## config.mk

```make
export PLATFORM = sky130hd
export DESIGN_NAME = regfile_mp
export DESIGN_NICKNAME = d
export VERILOG_FILES = /design/src/rtl/regfile_mp.sv
export SDC_FILE = /design/constraint.sdc
export NUM_CORES = 1
export LEC_CHECK = 0
export BUFFER_PORTS_ARGS = -buffer_cell sky130_fd_sc_hd__buf_2
export CAP_MARGIN = 40
export CORE_ASPECT_RATIO = 1.5
export CORE_MARGIN = 8
export CORE_UTILIZATION = 48
export DETAILED_ROUTE_END_ITERATION = 16
export PLACE_DENSITY = 0.67
export SYNTH_ARGS = -nofsm -noshare
export SYNTH_HDL_FRONTEND = slang
export SYNTH_SLANG_ARGS = --single-unit
```

## constraint.sdc

```tcl
create_clock -name clk -period 2 [get_ports clk]
set_clock_uncertainty 0.15 [all_clocks]
set_input_delay 0.4 -clock clk [delete_from_list [all_inputs] [get_ports clk]]
set_output_delay 0.4 -clock clk [all_outputs]
set_load 0.05 [all_outputs]
```

## src/rtl/regfile_mp.sv

```systemverilog
// regfile_mp: parametrised register file with one synchronous write port,
// two combinational read ports (A/B), optional same-cycle write-to-read
// bypass, a per-register pending scoreboard (lock/clear) and a
// written-since-reset vector.
//
// Interface timing: write/lock are sampled on the rising clk edge; all read
// outputs (data_out_x, busy_x, pending_vec, written_vec) are combinational
// views of current state plus, when BYPASS != 0, the write being presented
// this cycle. There is no valid/ready handshake: reads have zero latency.
module regfile_mp #(
    parameter int DATA_W = 16,
    parameter int NREGS  = 8,
    parameter int ADDR_W = 3,
    parameter int BYPASS = 1
) (
    input  logic              clk,
    input  logic              reset_n,
    input  logic              write,
    input  logic [ADDR_W-1:0] writenum,
    input  logic [DATA_W-1:0] data_in,
    input  logic [ADDR_W-1:0] readnum_a,
    output logic [DATA_W-1:0] data_out_a,
    input  logic [ADDR_W-1:0] readnum_b,
    output logic [DATA_W-1:0] data_out_b,
    input  logic              lock,
    input  logic [ADDR_W-1:0] locknum,
    output logic              busy_a,
    output logic              busy_b,
    output logic [NREGS-1:0]  pending_vec,
    output logic [NREGS-1:0]  written_vec
);

    logic [DATA_W-1:0] regs [NREGS];
    logic [NREGS-1:0]  pending_q;
    logic [NREGS-1:0]  written_q;

    // Per-port lookup results; *_hit is 0 when the index is out of range.
    logic [DATA_W-1:0] rd_a, rd_b;
    logic              pend_a, pend_b;
    logic              hit_a, hit_b;

    // Register storage: a write to an index outside 0..NREGS-1 matches no
    // entry in the decode loop and is therefore dropped.
    always_ff @(posedge clk or negedge reset_n) begin
        if (!reset_n) begin
            for (int i = 0; i < NREGS; i++) regs[i] <= '0;
        end else if (write) begin
            for (int i = 0; i < NREGS; i++) begin
                if (writenum == ADDR_W'(i)) regs[i] <= data_in;
            end
        end
    end

    // Pending and written flags: a write clears pending, a lock sets it; the
    // lock assignment comes second so it wins on a same-index collision.
    always_ff @(posedge clk or negedge reset_n) begin
        if (!reset_n) begin
            pending_q <= '0;
            written_q <= '0;
        end else begin
            for (int i = 0; i < NREGS; i++) begin
                if (write && (writenum == ADDR_W'(i))) begin
                    written_q[i] <= 1'b1;
                    pending_q[i] <= 1'b0;
                end
                if (lock && (locknum == ADDR_W'(i))) begin
                    pending_q[i] <= 1'b1;
                end
            end
        end
    end

    // Port A/B lookup: decode the index against stored contents and flags.
    always_comb begin
        rd_a   = '0;
        rd_b   = '0;
        pend_a = 1'b0;
        pend_b = 1'b0;
        hit_a  = 1'b0;
        hit_b  = 1'b0;
        for (int i = 0; i < NREGS; i++) begin
            if (readnum_a == ADDR_W'(i)) begin
                rd_a   = regs[i];
                pend_a = pending_q[i];
                hit_a  = 1'b1;
            end
            if (readnum_b == ADDR_W'(i)) begin
                rd_b   = regs[i];
                pend_b = pending_q[i];
                hit_b  = 1'b1;
            end
        end
    end

    // Port A output: forward data_in when bypassing a same-index write; the
    // register is then only busy if it is being re-locked in the same cycle.
    always_comb begin
        data_out_a = '0;
        busy_a     = 1'b0;
        if (reset_n) begin
            if ((BYPASS != 0) && write && hit_a && (writenum == readnum_a)) begin
                data_out_a = data_in;
                busy_a     = lock && (locknum == readnum_a);
            end else begin
                data_out_a = rd_a;
                busy_a     = pend_a;
            end
        end
    end

    // Port B output: same bypass rule as port A.
    always_comb begin
        data_out_b = '0;
        busy_b     = 1'b0;
        if (reset_n) begin
            if ((BYPASS != 0) && write && hit_b && (writenum == readnum_b)) begin
                data_out_b = data_in;
                busy_b     = lock && (locknum == readnum_b);
            end else begin
                data_out_b = rd_b;
                busy_b     = pend_b;
            end
        end
    end

    assign pending_vec = pending_q;
    assign written_vec = written_q;

endmodule

```

==> results.ini <==
[clocking]
htree_levels = 4
path_clk_slew_ns = 0.06
clock_sinks = 144
cts_buffers = 17
tritoncts = yes
root_buffer = clkbuf_16
clk_latency_ns = 0.42
max-clock-path-buffers = 2

[worst_setup_path]
critPathCaptureType = primary output
startpoint_type = flip-flop
required_ns = 1.45
crit_arrival_ns = 2.02
crit_fanout = 4
crit_type = reg2out

[power]
p_sw_share_pct = 34.88
intPower_w = 0.007532
comb_power_share_pct = 35.2
p_leak_nw = 5.903
p_switching_w = 0.004034
fin_total_pwr_w = 0.01157
clkPwrFrac_pct = 29.1
powerDensity_nw_per_um2 = 834.6
peakVddDrop_mv = 0.5196
p_seq_share_pct = 35.7

[floorplanning]
fp.dieH_um = 183.7
ios = 82
core.rowCount = 61
start_util_pct = 48.71
coreArea_um2 = 18470
die-area_um2 = 23470
die_w_um = 127.8

[placed_design]
place_inst = 1253
place_ws_ns = -0.5782
place_congestion = 0.8461
portBuffers = 81
hpwl_um = 19590

[outcome]
violations = setup timing
status = finished, violations left

[detailed_routing]
vias_per_cell = 6.325
drt_iter0_drc = 765
first_pass_iters = 6
drc_errors = 0
num_vias = 8564
avgRoutedWirePerCell_um = 25.84
drt-total-wl_um = 34990
drtAntennaViolNets = 0

[synth]
async_flop_share_pct = 100.0
yosys_warnings = 0
netlist_top_cells_count = 144 x dfrtp_1, 84 x mux2_2, 56 x mux2i_1, 53 x nand2_1
synth_top_cell_area_share_pct = 40.05
synth.area.top_cells = dfrtp_1 40%, mux2_2 11%, mux2_1 6.5%, mux2i_1 6.2%, o21ai_0 2.9%
ys_seq_area_share_pct = 40.05
syn_inst = 859
syn_area_um2 = 8997
synth_top_area_cell = dfrtp_1
yosysMostFrequentCell = dfrtp_1
ys_types = 63
synthFlopType = dfrtp_1
synth_area_per_cell_um2 = 10.47
syn-num-nets = 891
ys_ff_latch = 144
synth_edf_count = 0

[timing]
rsz0062_at_grt = true
period_needed_ns = 2.573
worstMarginPinSlew_ns = 0.8185
final.period_utilization_pct = 128.6
holdWs_ns = 0.1873
hold_viol_final = 0
tns_ns = -13.79
worst_slack_ns = -0.5728
relSlewSlack_pct = 45.25
fmax_mhz = 388.7
setup_viol = 34
slew_viol_final = 0

[layout]
drive_gt1_share_pct = 55.90
layout.nets = 1122
n_antenna_cell = 0
fin_cells = 1354
syn2layout_area_growth_pct = 54.04

[global_routing]
grt_usage_pct = 28.44
grt_pass1_vias = 8991
antenna_found_initial = 0
grt_max_degree = 20
grt_pass1_wl_um = 50870
grt_remaining_overflow = 0

[flow_run]
cap_violations = 0

[min_path]
hp-class = in2reg

[cell type report]
| cell class | instances | area (µm²) |
|---|---|---|
| Fill cell | 1118 | 4611 |
| Sequential cell | 144 | 3606 |
| Tap cell | 252 | 315.3 |
| Timing Repair Buffer | 300 | 3184 |
| Multi-Input combinational cell | 608 | 6066 |
| Clock buffer | 18 | 439.2 |
| Inverter | 19 | 73.82 |
| Clock inverter | 13 | 175.2 |
[cells by family after synthesis]
logic type / synth area share [%]
AO/OA/AOI/OAI: 15.85
AND/OR/NAND/NOR: 12.20
buffers and inverters: 6.731
flip-flops: 40.05
XOR/XNOR: 1.168
multiplexers: 24.00
[path summary, 6_finish.rpt]
kind	start	to	slack (ns)	cells after the start
worst max-delay path	regs[39]	data_out_b[7]	-0.57	7
worst min-delay path	data_in[9]	regs[25]	0.19	2
worst max register to register	regs[60]	regs[60]	0.79	3
worst min register to register	written_vec[6]	written_vec[6]	0.31	1
max in group asynchronous	reset_n	regs[91]	0.43	3
min in group asynchronous	reset_n	regs[15]	0.39	3
[power by group through the flow]
stage	registers, W	clock network (W)	logic [W]
3_3_place_gp	0.00405	0	0.00306
2_1_floorplan	0.00405	0	0.00212
6_report	0.00413	0.00336	0.00408
4_1_cts	0.00405	0.00338	0.00371
3_5_place_dp	0.00408	0	0.00313
5_1_grt	0.00417	0.00351	0.00429
[metal layers]
layer,GRT usage [%],up-vias,routed length [µm]
li1,-,3602,-
met1,30.18,4243,12430
met2,48.13,518,17140
met3,6.504,201,2640
met5,0,-,0
met4,21.87,0,2788
[stage by stage]
step	area, µm²	utilization [%]
floorplan	9618	-
detailed placement	11190	60.61
finish	13860	75.04
CTS	13410	72.58
global placement	11190	60.61
global route	13860	75.04
[critical path: stages, from the launching register on]
cell,delay [ns]
dfrtp_1,0.41
inv_1,0.05
o21ai_0,0.30
a32o_1,0.23
o21ai_1,0.11
buf_4,0.16
a31oi_4,0.15
buf_6,0.18
[flip-flops by register name, indices dropped and copies added, names as in the netlist]
register	count
pending_vec	8
regs	128
written_vec	8
[cell usage in the layout (no fill, tap or decap), drive strengths merged, types with 4 or more instances in the layout]
| cell type | n |
|---|---|
| a21boi | 13 |
| a21oi | 36 |
| a2bb2oi | 23 |
| a31oi | 20 |
| a32o | 4 |
| and3b | 4 |
| buf | 290 |
| clkbuf | 19 |
| dfrtp | 144 |
| dlygate4sd3 | 6 |
| inv | 25 |
| mux2 | 136 |
| mux2i | 56 |
| nand2 | 53 |
| nand2b | 24 |
| nand3 | 7 |
| nand3b | 22 |
| nor2 | 23 |
| nor2b | 4 |
| nor3 | 4 |
| o211ai | 8 |
| o21ai | 91 |
| o21bai | 11 |
| o22ai | 12 |
| or2 | 6 |
| xnor2 | 8 |
| xor2 | 4 |
[timing repair]
action | in CTS | in global routing
resized for setup | 248 | 103
gates cloned | 13 | 1
setup endpoints to repair | 34 | 34
hold buffers | 6 | 1
endpoints found under the hold margin | 79 | 28
pin swaps | 88 | 67
buffers inserted | 45 | 18
No activity file was read; power rests on OpenSTA's default activity.
